### config.mk
export PLATFORM = sky130hd
export DESIGN_NAME = opb_register_bank_ppc2simulink
export DESIGN_NICKNAME = d
export VERILOG_FILES = /design/src/rtl/opb_register_bank_ppc2simulink.sv
export SDC_FILE = /design/constraint.sdc
export NUM_CORES = 1
export LEC_CHECK = 0
export BUFFER_PORTS_ARGS = -buffer_cell sky130_fd_sc_hd__buf_2
export CAP_MARGIN = 25
export CORE_UTILIZATION = 55
export CTS_BUF_LIST = sky130_fd_sc_hd__clkbuf_8
export DETAILED_ROUTE_END_ITERATION = 7
export GPL_ROUTABILITY_DRIVEN = 0
export MAX_ROUTING_LAYER = met4
export PLACE_DENSITY = 0.79
export SETUP_SLACK_MARGIN = 0.15
export SYNTH_ARGS = -nofsm -noshare
export SYNTH_HDL_FRONTEND = slang
export SYNTH_SLANG_ARGS = --single-unit
### constraint.sdc
create_clock -name OPB_Clk -period 9.1 [get_ports OPB_Clk]
set_clock_uncertainty 0.15 [all_clocks]
set_input_delay 2.73 -clock OPB_Clk [delete_from_list [all_inputs] [get_ports OPB_Clk]]
set_output_delay 2.73 -clock OPB_Clk [all_outputs]
set_load 0.005 [all_outputs]
### src/rtl/opb_register_bank_ppc2simulink.sv
// OPB slave register bank bridging a PowerPC bus master to user (Simulink) logic.
//
// Word map, relative to C_BASEADDR:
//   index 0..C_NUM_REGS-1 : read/write registers with byte enables
//   index C_NUM_REGS      : read-only count of strobing writes
//   higher in-range index : acked, reads zero, writes ignored
//
// Ports:
//   OPB_Clk, OPB_Rst     sole clock; asynchronous active-high reset
//   OPB_ABus/BE/DBus     big-endian OPB address, byte enables, write data
//   OPB_RNW, OPB_select  transfer direction (1 = read) and request
//   OPB_seqAddr          unused
//   Sl_DBus, Sl_xferAck  registered read data (zero outside a read ack) and acknowledge
//   Sl_errAck/retry/toutSup  tied low
//   user_data_out        register i on bits [32i+31:32i], OPB bit 0 on bit 31
//   user_wr_strb         one-cycle pulse per register update
module opb_register_bank_ppc2simulink #(
  parameter int unsigned                 C_OPB_AWIDTH = 32,
  parameter int unsigned                 C_OPB_DWIDTH = 32,  // only 32 is supported
  parameter logic [C_OPB_AWIDTH-1:0]     C_BASEADDR   = 32'h0110_0100,
  parameter logic [C_OPB_AWIDTH-1:0]     C_HIGHADDR   = 32'h0110_01FF,
  parameter int unsigned                 C_NUM_REGS   = 4,
  parameter logic [C_NUM_REGS-1:0]       C_PULSE_MASK = '0,
  parameter string                       C_FAMILY     = "virtex6"
) (
  input  logic                           OPB_Clk,
  input  logic                           OPB_Rst,
  input  logic [0:C_OPB_AWIDTH-1]        OPB_ABus,
  input  logic [0:C_OPB_DWIDTH/8-1]      OPB_BE,
  input  logic [0:C_OPB_DWIDTH-1]        OPB_DBus,
  input  logic                           OPB_RNW,
  input  logic                           OPB_select,
  input  logic                           OPB_seqAddr,
  output logic [0:C_OPB_DWIDTH-1]        Sl_DBus,
  output logic                           Sl_xferAck,
  output logic                           Sl_errAck,
  output logic                           Sl_retry,
  output logic                           Sl_toutSup,
  output logic [32*C_NUM_REGS-1:0]       user_data_out,
  output logic [C_NUM_REGS-1:0]          user_wr_strb
);

  localparam int unsigned IdxW = C_OPB_AWIDTH - 2;
  localparam string unused_family = C_FAMILY;

  typedef enum logic [0:0] {StIdle, StAck} state_e;

  state_e                  state_q, state_d;
  logic                    held_q, held_d;
  logic [31:0]             regs_q [C_NUM_REGS];
  logic [31:0]             regs_d [C_NUM_REGS];
  logic [C_NUM_REGS-1:0]   strb_q, strb_d;
  logic [31:0]             cnt_q, cnt_d;
  logic [31:0]             dbus_q, dbus_d;

  logic [C_OPB_AWIDTH-1:0] addr;
  logic [C_OPB_AWIDTH-1:0] offset;
  logic [IdxW-1:0]         idx;
  logic [31:0]             wdata;
  logic [31:0]             rdata;
  logic                    in_range;
  logic                    hit;
  logic                    reg_sel;
  logic                    cnt_sel;

  // OPB bit 0 is the MSB, so plain assignment maps it onto bit 31.
  assign addr     = OPB_ABus;
  assign wdata    = OPB_DBus;
  assign offset   = addr - C_BASEADDR;
  assign idx      = offset[C_OPB_AWIDTH-1:2];
  assign in_range = (addr >= C_BASEADDR) && (addr <= C_HIGHADDR);
  // held_q blocks a second transfer while the master keeps select high after its ack.
  assign hit      = OPB_select && in_range && !held_q;
  assign reg_sel  = idx < IdxW'(C_NUM_REGS);
  assign cnt_sel  = idx == IdxW'(C_NUM_REGS);

  logic unused_inputs;
  assign unused_inputs = ^{OPB_seqAddr, offset[1:0]};

  always_comb begin
    rdata = '0;
    for (int i = 0; i < int'(C_NUM_REGS); i++) begin
      if (idx == IdxW'(i)) rdata = regs_q[i];
    end
    if (cnt_sel) rdata = cnt_q;
  end

  always_comb begin
    state_d = state_q;
    held_d  = held_q;
    regs_d  = regs_q;
    strb_d  = '0;
    cnt_d   = cnt_q;
    dbus_d  = '0;
    if (!OPB_select) held_d = 1'b0;
    case (state_q)
      StIdle: begin
        if (hit) begin
          state_d = StAck;
          held_d  = 1'b1;
          if (OPB_RNW) begin
            dbus_d = rdata;
          end else if (reg_sel && (|OPB_BE)) begin
            cnt_d = cnt_q + 32'd1;
            for (int i = 0; i < int'(C_NUM_REGS); i++) begin
              if (idx == IdxW'(i)) begin
                strb_d[i] = 1'b1;
                for (int b = 0; b < 4; b++) begin
                  if (OPB_BE[b]) regs_d[i][31-8*b -: 8] = wdata[31-8*b -: 8];
                end
              end
            end
          end
        end
      end
      StAck: begin
        state_d = StIdle;
        for (int i = 0; i < int'(C_NUM_REGS); i++) begin
          if (C_PULSE_MASK[i]) regs_d[i] = '0;
        end
      end
      default: state_d = StIdle;
    endcase
  end

  always_ff @(posedge OPB_Clk or posedge OPB_Rst) begin
    if (OPB_Rst) begin
      state_q <= StIdle;
      held_q  <= 1'b0;
      strb_q  <= '0;
      cnt_q   <= '0;
      dbus_q  <= '0;
      for (int i = 0; i < int'(C_NUM_REGS); i++) regs_q[i] <= '0;
    end else begin
      state_q <= state_d;
      held_q  <= held_d;
      strb_q  <= strb_d;
      cnt_q   <= cnt_d;
      dbus_q  <= dbus_d;
      for (int i = 0; i < int'(C_NUM_REGS); i++) regs_q[i] <= regs_d[i];
    end
  end

  always_comb begin
    user_data_out = '0;
    for (int i = 0; i < int'(C_NUM_REGS); i++) user_data_out[32*i +: 32] = regs_q[i];
  end

  assign user_wr_strb = strb_q;
  assign Sl_xferAck   = (state_q == StAck);
  assign Sl_DBus      = dbus_q;
  assign Sl_errAck    = 1'b0;
  assign Sl_retry     = 1'b0;
  assign Sl_toutSup   = 1'b0;

endmodule

==> reports/qor.txt <==
status = complete, no violations
GRT overflow = 0
Synth top area share = 0.517
Cell Rows = 47
core area = 16,800 um^2
Worst setup startpoint = OPB_ABus[10]
filler instances = 1,312
Post-synth EDFFs = 0
Critical Path AT = 5.86 ns
Worst-Skew Late Latency = 0.46 ns
worst-path fanout max = 69
Placed Area = 10,900 um^2
Async S/R FF share, synth = 1.00
Setup crit start kind = input pin
number of synthesized register bits = 198
fin cells = 1,277
minimum clock period = 5.70 ns
Setup TNS Final = 0 ns
worst-case reg-to-reg path depth = 6
Netlist Area Pre-Place = 9580 um^2
first-pass GRT wire length = 41,400 um
I/O pins = 241
CTS tree = done
first drt pass iteration count = 6
register area share after synthesis = 0.517
Longest Clk Path Bufs = 2
unrepaired setup endpoints after global routing = false
Slew @ Worst Pin = 1.02 ns
Die ar. = 18,000 um^2
Synth cell types = 54
CTS Buf Count = 17
cell count after synthesis = 837
final setup fails = 0
CP required = 9.27 ns
initial drt markers = 813
CP Capture Point = Sl_DBus[23]$_DFF_PP0_
fraction of layout cells with a size suffix above 1 = 0.370
Hold Path Depth = 1
Starting Density = 0.570
Final HPWL DP = 18,000 um
Synth area leader = dfrtp_1
Setup WS post-layout = 3.40 ns
post-CTS setup buffers = 0
Finished Cell Area = 11,300 um^2
worst r2r src = held_q$_DFF_PP0_
max cap viols = 0
initial antenna violation count = 1
Routed Antenna Nets = 0
I/O Buffers = 234
vias in the first global route = 7,460
Routed Wire Length = 26,500 um
DIE WIDTH = 134 um
Post-Syn Area per Cell = 11.4 um^2
final hold vios = 0
Area Overhead vs Synth = 17.9%
FMAX = 176 MHz
DRC viols = 0
Worst Setup End Kind = flip-flop
CTS clk-pin slew, worst paths = 0.10 ns
placed insts = 1,245
Root Driver = clkbuf_8
Synth area leaders = dfrtp_1 (52%), mux2_2 (12%), mux2i_1 (3.3%)
Avg WL per Cell = 20.8 um
pwr dens = 136 nW/um^2
Synth Flop Type = dfrtp_1
max-slew violations = 0
Via Count = 7,786
total power = 1.54 mW
pre-CTS setup slack = 3.01 ns
Die H = 134 um
Slew headroom = 0.321
Peak VDD IR = 91.9 uV
CTS sink cnt = 198
hold buffers post-CTS = 0
Crit Path Class = input pin to flip-flop
Nets = 1,118
Tightest Hold Check Type = flip-flop to flip-flop
r2r endpoint = user_data_out[34]$_DFFE_PP0P_
largest net degree at the start of global routing = 131
vias per std cell = 6.10
Reg2Reg Setup Slack = 6.48 ns
period utilization = 0.626
Tot GR Track Use = 0.313
CTS resizes = 0
H-Tree Depth = 4
Warnings, synthesis = 0
Leak Pwr = 5.68 nW
[layout make-up]
class / instances / area [um^2] / share of cell area
clock inverter: 13 / 156 / 0.0138
antenna: 1 / 2.50 / 0.000222
tap: 220 / 275 / 0.0244
timing repair buffer: 246 / 1260 / 0.112
inverter: 3 / 18.8 / 0.00166
multi-input combinational: 578 / 4380 / 0.388
clock buffer: 18 / 248 / 0.0219
sequential: 198 / 4950 / 0.439
[flip-flops by register name, indices dropped and copies added (netlist names)]
name / flops
Sl_DBus: 32
user_data_out: 128
user_wr_strb: 4
held_q: 1
Sl_xferAck: 1
cnt_q: 32
[per-layer routing]
metal,track usage,vias up,share of wire
li1,-,3532,-
met1,0.424,3849,0.43
met2,0.457,354,0.46
met3,0.0741,51,0.082
met4,0.124,0,0.031
met5,-,-,0
[cell usage in the layout, fill, tap and decap left out, types with 3 or more instances in the layout]
cell type   count
and2_1          7
dfrtp_1       198
mux2_2        104
or4_1           9
mux2i_1        32
a211o_1         6
nand4_1        18
a311o_1        27
bufinv_16       3
and4_1          6
buf_2         234
nand2_1        75
buf_4          12
or3_1           4
o21ai_0        31
xor2_1          5
a211oi_1        6
inv_1           4
clkinvlp_4      3
mux2_1         24
xnor2_1        29
nor2_1         12
conb_1          3
nand3_1        50
clkbuf_8       18
nor4_1         42
a21oi_1         6
nor3_1         34
and3_1         14
[worst min path at each step]
stage	startpoint	endpoint	slack, ns
floorplan	cnt_q[31]$_DFFE_PP0P_	cnt_q[31]$_DFFE_PP0P_	0.29
global placement	cnt_q[31]$_DFFE_PP0P_	cnt_q[31]$_DFFE_PP0P_	0.31
detailed placement	held_q$_DFF_PP0_	held_q$_DFF_PP0_	0.32
CTS	cnt_q[31]$_DFFE_PP0P_	cnt_q[31]$_DFFE_PP0P_	0.34
global route	cnt_q[31]$_DFFE_PP0P_	cnt_q[31]$_DFFE_PP0P_	0.34
finish	cnt_q[31]$_DFFE_PP0P_	cnt_q[31]$_DFFE_PP0P_	0.34
[where the power goes]
part | leakage, nW | total [mW] | internal (mW) | switching (mW)
clock | 0.204 | 0.583 | 0.277 | 0.306
sequential | 2.77 | 0.879 | 0.879 | 0.0000216
combinational | 2.71 | 0.0760 | 0.0209 | 0.0551
[critical path, stage by stage]
cell      delay [ns]
buf_2           0.13
or3b_1          0.40
or4_1           0.50
o211a_1         0.23
or4_4           0.81
or4_1           0.63
a211oi_1        0.41
[cell usage after synthesis (all sizes together) (5+ instances only)]
master    n
a211o     6
a211oi    8
a21oi     6
a311o    27
and2      8
and3     14
and4      6
buf      18
clkbuf   42
dfrtp   198
mux2    128
mux2i    32
nand2    75
nand3    51
nand4    18
nor2     12
nor3     34
nor4     44
o21ai    31
or4      10
xnor2    29
xor2      5
[kinds of logic after synthesis]
kind of cell	after synthesis	share of synthesized area
AO/OA/AOI/OAI	91	0.0724
XOR/XNOR	34	0.0311
adder cells (fa/ha/maj)	1	0.00131
buffers and inverters	63	0.0298
flip-flops	198	0.517
multiplexers	160	0.184
other	1	0.000391
AND/OR/NAND/NOR	289	0.164
[per-stage QoR]
stage	hold WS, ns	util
CTS	0.341	0.672
global placement	0.306	0.648
detailed placement	0.322	0.648
global route	0.345	0.672
finish	0.341	0.672
floorplan	0.292	-
(Power assumes the default switching activity.)
